[config.mk]
export PLATFORM = sky130hd
export DESIGN_NAME = multicycle_control
export DESIGN_NICKNAME = d
export VERILOG_FILES = /design/src/rtl/multicycle_control_pkg.sv /design/src/rtl/multicycle_control_output_decode.sv /design/src/rtl/multicycle_control.sv
export SDC_FILE = /design/constraint.sdc
export NUM_CORES = 1
export LEC_CHECK = 0
export CORE_MARGIN = 3
export CORE_UTILIZATION = 40
export CTS_CLUSTER_DIAMETER = 40
export DETAILED_ROUTE_END_ITERATION = 10
export PLACE_DENSITY = 0.74
export REMOVE_ABC_BUFFERS = 1
export SLEW_MARGIN = 10
export SYNTH_ARGS = -nofsm -noshare
export SYNTH_HDL_FRONTEND = slang
export SYNTH_SLANG_ARGS = --single-unit
[constraint.sdc]
create_clock -name clock -period 2.4 [get_ports clock]
set_clock_uncertainty 0.15 [all_clocks]
set_input_delay 0.48 -clock clock [delete_from_list [all_inputs] [get_ports clock]]
set_output_delay 0.48 -clock clock [all_outputs]
set_load 0.02 [all_outputs]
[src/rtl/multicycle_control_pkg.sv]
// Shared definitions for the multicycle controller: state encoding, datapath
// mux/ALU codes and the default opcode values also used by the single-cycle decoder.
package multicycle_control_pkg;

  typedef enum logic [3:0] {
    S_RESET   = 4'd0,
    S_FETCH   = 4'd1,
    S_DECODE  = 4'd2,
    S_MEMADDR = 4'd3,
    S_MEMRD   = 4'd4,
    S_MEMWB   = 4'd5,
    S_MEMWR   = 4'd6,
    S_EXEC    = 4'd7,
    S_RWB     = 4'd8,
    S_BRANCH  = 4'd9,
    S_JUMP    = 4'd10,
    S_TRAP    = 4'd15
  } state_t;

  localparam logic [1:0] SRCB_RT     = 2'b00;
  localparam logic [1:0] SRCB_FOUR   = 2'b01;
  localparam logic [1:0] SRCB_IMM    = 2'b10;
  localparam logic [1:0] SRCB_IMM_SH = 2'b11;

  localparam logic [1:0] ALU_ADD   = 2'b00;
  localparam logic [1:0] ALU_SUB   = 2'b01;
  localparam logic [1:0] ALU_FUNCT = 2'b10;

  localparam logic [1:0] PC_ALU    = 2'b00;
  localparam logic [1:0] PC_ALUOUT = 2'b01;
  localparam logic [1:0] PC_JUMP   = 2'b10;

  localparam logic [5:0] DEF_OP_RTYPE = 6'b000000;
  localparam logic [5:0] DEF_OP_LW    = 6'b110001;
  localparam logic [5:0] DEF_OP_SW    = 6'b110101;
  localparam logic [5:0] DEF_OP_BEQ   = 6'b001000;
  localparam logic [5:0] DEF_OP_J     = 6'b000010;

endpackage

[src/rtl/multicycle_control_output_decode.sv]
// Moore output decode for the multicycle controller: state plus memory-ready
// qualification to datapath control lines. Purely combinational.
module multicycle_control_output_decode
  import multicycle_control_pkg::*;
(
  input  state_t     st,
  input  logic       ready,
  output logic       pcWrite,
  output logic       pcWriteCond,
  output logic       iorD,
  output logic       memRead,
  output logic       memWrite,
  output logic       irWrite,
  output logic       memToReg,
  output logic       regDest,
  output logic       regWrite,
  output logic       aluSrcA,
  output logic [1:0] aluSrcB,
  output logic [1:0] aluOp,
  output logic [1:0] pcSource,
  output logic       illegal,
  output logic       instrDone
);

  always_comb begin
    pcWrite     = 1'b0;
    pcWriteCond = 1'b0;
    iorD        = 1'b0;
    memRead     = 1'b0;
    memWrite    = 1'b0;
    irWrite     = 1'b0;
    memToReg    = 1'b0;
    regDest     = 1'b0;
    regWrite    = 1'b0;
    aluSrcA     = 1'b0;
    aluSrcB     = SRCB_RT;
    aluOp       = ALU_ADD;
    pcSource    = PC_ALU;
    illegal     = 1'b0;
    instrDone   = 1'b0;
    case (st)
      S_FETCH: begin
        memRead = 1'b1;
        aluSrcB = SRCB_FOUR;
        irWrite = ready;
        pcWrite = ready;
      end
      S_DECODE:  aluSrcB = SRCB_IMM_SH;
      S_MEMADDR: begin
        aluSrcA = 1'b1;
        aluSrcB = SRCB_IMM;
      end
      S_MEMRD: begin
        memRead = 1'b1;
        iorD    = 1'b1;
      end
      S_MEMWB: begin
        memToReg  = 1'b1;
        regWrite  = 1'b1;
        instrDone = 1'b1;
      end
      // memWrite is held for the whole stall; retire only on the completing cycle
      S_MEMWR: begin
        memWrite  = 1'b1;
        iorD      = 1'b1;
        instrDone = ready;
      end
      S_EXEC: begin
        aluSrcA = 1'b1;
        aluOp   = ALU_FUNCT;
      end
      S_RWB: begin
        regDest   = 1'b1;
        regWrite  = 1'b1;
        instrDone = 1'b1;
      end
      S_BRANCH: begin
        aluSrcA     = 1'b1;
        aluOp       = ALU_SUB;
        pcWriteCond = 1'b1;
        pcSource    = PC_ALUOUT;
        instrDone   = 1'b1;
      end
      S_JUMP: begin
        pcWrite   = 1'b1;
        pcSource  = PC_JUMP;
        instrDone = 1'b1;
      end
      S_TRAP:  illegal = 1'b1;
      default: ;
    endcase
  end

endmodule

[src/rtl/multicycle_control.sv]
// Multicycle main control FSM: sequences fetch/decode/execute/memory/write-back,
// stalls on memReady, traps illegal opcodes and counts retired instructions.
module multicycle_control
  import multicycle_control_pkg::*;
#(
  parameter int                    OPCODE_W      = 6,
  parameter logic [OPCODE_W-1:0]   OP_RTYPE      = DEF_OP_RTYPE,
  parameter logic [OPCODE_W-1:0]   OP_LW         = DEF_OP_LW,
  parameter logic [OPCODE_W-1:0]   OP_SW         = DEF_OP_SW,
  parameter logic [OPCODE_W-1:0]   OP_BEQ        = DEF_OP_BEQ,
  parameter logic [OPCODE_W-1:0]   OP_J          = DEF_OP_J,
  parameter bit                    ENABLE_JUMP   = 1'b1,
  parameter bit                    MEM_HANDSHAKE = 1'b1,
  parameter int                    COUNT_W       = 16
) (
  input  logic                clock,
  input  logic                reset,
  input  logic [OPCODE_W-1:0] opCode,
  input  logic                memReady,
  output logic                pcWrite,
  output logic                pcWriteCond,
  output logic                iorD,
  output logic                memRead,
  output logic                memWrite,
  output logic                irWrite,
  output logic                memToReg,
  output logic                regDest,
  output logic                regWrite,
  output logic                aluSrcA,
  output logic [1:0]          aluSrcB,
  output logic [1:0]          aluOp,
  output logic [1:0]          pcSource,
  output logic                illegal,
  output logic                instrDone,
  output logic [COUNT_W-1:0]  retireCount,
  output logic [3:0]          state
);

  state_t cur, nxt;
  logic   ready;
  logic   is_lw;

  assign ready = MEM_HANDSHAKE ? memReady : 1'b1;
  assign state = cur;

  always_ff @(posedge clock) begin
    if (reset) cur <= S_RESET;
    else       cur <= nxt;
  end

  // Only the LW/SW distinction is needed after DECODE, so keep just that bit
  always_ff @(posedge clock) begin
    if (cur == S_DECODE) is_lw <= (opCode == OP_LW);
  end

  always_ff @(posedge clock) begin
    if (reset)          retireCount <= '0;
    else if (instrDone) retireCount <= retireCount + COUNT_W'(1);
  end

  always_comb begin
    nxt = cur;
    case (cur)
      S_RESET:   nxt = S_FETCH;
      S_FETCH:   if (ready) nxt = S_DECODE;
      S_DECODE: begin
        if (opCode == OP_RTYPE)                     nxt = S_EXEC;
        else if (opCode == OP_LW || opCode == OP_SW) nxt = S_MEMADDR;
        else if (opCode == OP_BEQ)                  nxt = S_BRANCH;
        else if (ENABLE_JUMP && opCode == OP_J)     nxt = S_JUMP;
        else                                        nxt = S_TRAP;
      end
      S_MEMADDR: nxt = is_lw ? S_MEMRD : S_MEMWR;
      S_MEMRD:   if (ready) nxt = S_MEMWB;
      S_MEMWB:   nxt = S_FETCH;
      S_MEMWR:   if (ready) nxt = S_FETCH;
      S_EXEC:    nxt = S_RWB;
      S_RWB:     nxt = S_FETCH;
      S_BRANCH:  nxt = S_FETCH;
      S_JUMP:    nxt = S_FETCH;
      S_TRAP:    nxt = S_TRAP;
      default:   nxt = S_FETCH;
    endcase
  end

  multicycle_control_output_decode u_decode (
    .st          (cur),
    .ready       (ready),
    .pcWrite     (pcWrite),
    .pcWriteCond (pcWriteCond),
    .iorD        (iorD),
    .memRead     (memRead),
    .memWrite    (memWrite),
    .irWrite     (irWrite),
    .memToReg    (memToReg),
    .regDest     (regDest),
    .regWrite    (regWrite),
    .aluSrcA     (aluSrcA),
    .aluSrcB     (aluSrcB),
    .aluOp       (aluOp),
    .pcSource    (pcSource),
    .illegal     (illegal),
    .instrDone   (instrDone)
  );

endmodule

==> metrics.txt <==
Cells after Synth=approximately 160; ANT nets after route=0; CTS tree=built; period utilisation layout=96.5%; Die Y=around 61 µm; gr usage total=20.4%; Post-CTS Setup Bufs=0; EDFF count, synth=1; CTS Hold Bufs=0; Final Hold Viols=0; CP required=around 1.8 ns; row count=19; Clock Latency Late Sink=0.31 ns; critical path class=input port to output port; Synth Warn #=0; Slew headroom=approximately 65%; Total Wirelength=around 3700 µm; Area Growth Syn to Fin=51.9%; DR vias=approximately 1,500; Worst-Margin Slew=0.528 ns; CTS Buf Count=3; Avg Vias per Cell=a little under 6; final setup vio count=0; initial antenna violation count=0; worst hold slack=0.354 ns; Async S/R FF share, synth=0%; first-pass GRT wire length=between 5000 and 6000 µm; Gate power share=17.2%; Inserted Diodes=0; CTS max path bufs=2; FF+latch area=around 440 µm²; Crit Path Max Fanout=3; root buf cell=clkbuf_4; sw power=176 µW; P_int=473 µW; ys flop type=dfxtp_1; clock power share=27.1%; leak pwr=0.685 nW; area of the core=2850 µm²; Unique masters post-synth=41; RSZ-0062 raised after global routing=false; DP HPWL=roughly 2700 µm; Initial DRT Pass Iterations=4; Routed WL per cell=between 15 and 20 µm; mapped cell area=1230 µm²; setup_tns=0 ns; clock-pin slew of the registers on the worst-case setup and hold paths=0.12 ns; Avg Cell Area, Syn=about 8 µm²; Critical Path AT=1.69 ns; largest net degree at the start of global routing=17; crit start category=input port; critical path endpoint category=output port; drc violations=0; Sw Share=roughly 27%; area of the multi-input gates=763 µm²; fin crit period=roughly 2.3 ns; status=completed; Reg2Reg Setup Slack=0.30 ns; Initial Utilization=43.2%; grt total ovfl=0; share of layout cells above drive strength 1=15.7%; max frequency=432 MHz; Final Net Count=227; Seq/Total Area, Yosys=35.0%; Tot Pwr=approximately 650 µW; Worst IR Drop VDD=0.000238 V; fillers=252; vias in the first global route=1,386; FF+latch count, synth=21; GP Congestion=just under 0.8; First DRT Iteration DRCs=51; power per cell area=347 nW/µm²; Non-Filler Instances=247; max-slew violation count=0; Post-Place Cells=242; post-synth top area cell=dfxtp_1; number of max-cap violations=0; CTS H-Tree Depth=1; Boundary Pins=47; top cell type's share of synthesized area=32.5%; die area=3780 µm²; largest cells by area after synthesis=dfxtp_1 33%, a21oi_1 6.9%, o31ai_1 4.3%; Final Core Density=65.6%; clk sinks=21; Die Width=61.5 µm; sequential share of power=55.7%; IO buf count=between 40 and 50; worst hold path class=register to register
==> cell usage after synthesis (all sizes together), types with 5 or more instances <==
| library cell | instances |
|---|---|
| o21ai | 9 |
| nand2 | 12 |
| clkbuf | 8 |
| dfxtp | 20 |
| or3 | 6 |
| nor3 | 7 |
| or4 | 7 |
| nand3 | 5 |
| a21oi | 17 |
| nor2 | 8 |
| o31ai | 7 |
==> cells by family after synthesis <==
group	after synthesis	synth area share (%)
xor gates and xnor gates	4	2.85
muxes	1	0.813
and+or+nand+nor	69	31.9
buffers and inverters	14	4.67
AOI/OAI and AO/OA	46	23.8
adders and majority gates	1	1.02
DFF	21	35.0
==> critical path, cell delays in order <==
cell and delay (ns):
clkdlybuf4s50_1 0.50, inv_1 0.07, nor3_1 0.21, or2_2 0.14, clkdlybuf4s15_1 0.28
==> registers in the layout (all words and copies together), names as in the netlist <==
signal       cells
state            4
retireCount     16
is_lw            1
==> final cells by class <==
cell class,count,area share (%)
Clock buffer,3,1.20
Clock inverter,1,0.268
Inverter,4,0.803
Multi-Input combinational cell,122,40.8
Sequential cell,21,23.4
Tap cell,31,2.07
Timing Repair Buffer,65,31.4
==> path summary, 6_finish.rpt <==
path / startpoint / end / cells past startpoint
hold / removal: retireCount[9] / retireCount[9] / 2
hold reg to reg: retireCount[9] / retireCount[9] / 2
setup / recovery: memReady / pcWrite / 5
setup reg to reg: state[1] / retireCount[8] / 5
==> cells in the final DEF (no fill, tap or decap), types with 2 or more instances in the layout <==
cell type	instances
a2111o_1	3
a211oi_1	2
a21oi_1	17
and2_1	3
and4_1	2
buf_4	19
clkbuf_4	3
clkdlybuf4s50_1	33
dfxtp_1	16
dfxtp_2	3
dlygate4sd2_1	10
inv_1	4
nand2_1	12
nand2b_1	4
nand3_1	5
nand3b_1	2
nor2_1	8
nor3_1	7
nor3b_1	2
o21ai_0	9
o31ai_1	7
or2_2	4
or3_1	6
or4_1	6
xnor2_1	4
==> metal layers <==
metal / vias up / global-route usage (%) / part of all wire (%)
met2: 56 / 39.3 / 51
li1: 706 / - / -
met5: - / 0 / 0
met1: 685 / 22.5 / 42
met4: 0 / 5.76 / 1.3
met3: 6 / 3.77 / 6.2
==> power groups by stage <==
stage	sequential, mW	combinational (mW)	clock, mW
floorplan	0.374	0.0440	0
global placement	0.370	0.112	0
detailed placement	0.370	0.115	0
CTS	0.361	0.111	0.177
global route	0.363	0.122	0.190
finish	0.362	0.112	0.176
==> timing repair <==
item	in CTS	in global routing
resized for setup	17	7
setup endpoints to repair	17	8
cloned	0	1
pin swaps	0	1
==> metrics by stage <==
stage | cell area, µm² | setup WS [ns]
after floorplan | 1190 | 0.0664
after global placement | 1830 | -0.262
after detailed placement | 1830 | -0.237
after CTS | 1850 | 0.0136
after global routing | 1870 | 0.00715
final | 1870 | 0.0840
Power figures use the tool's default switching activity.
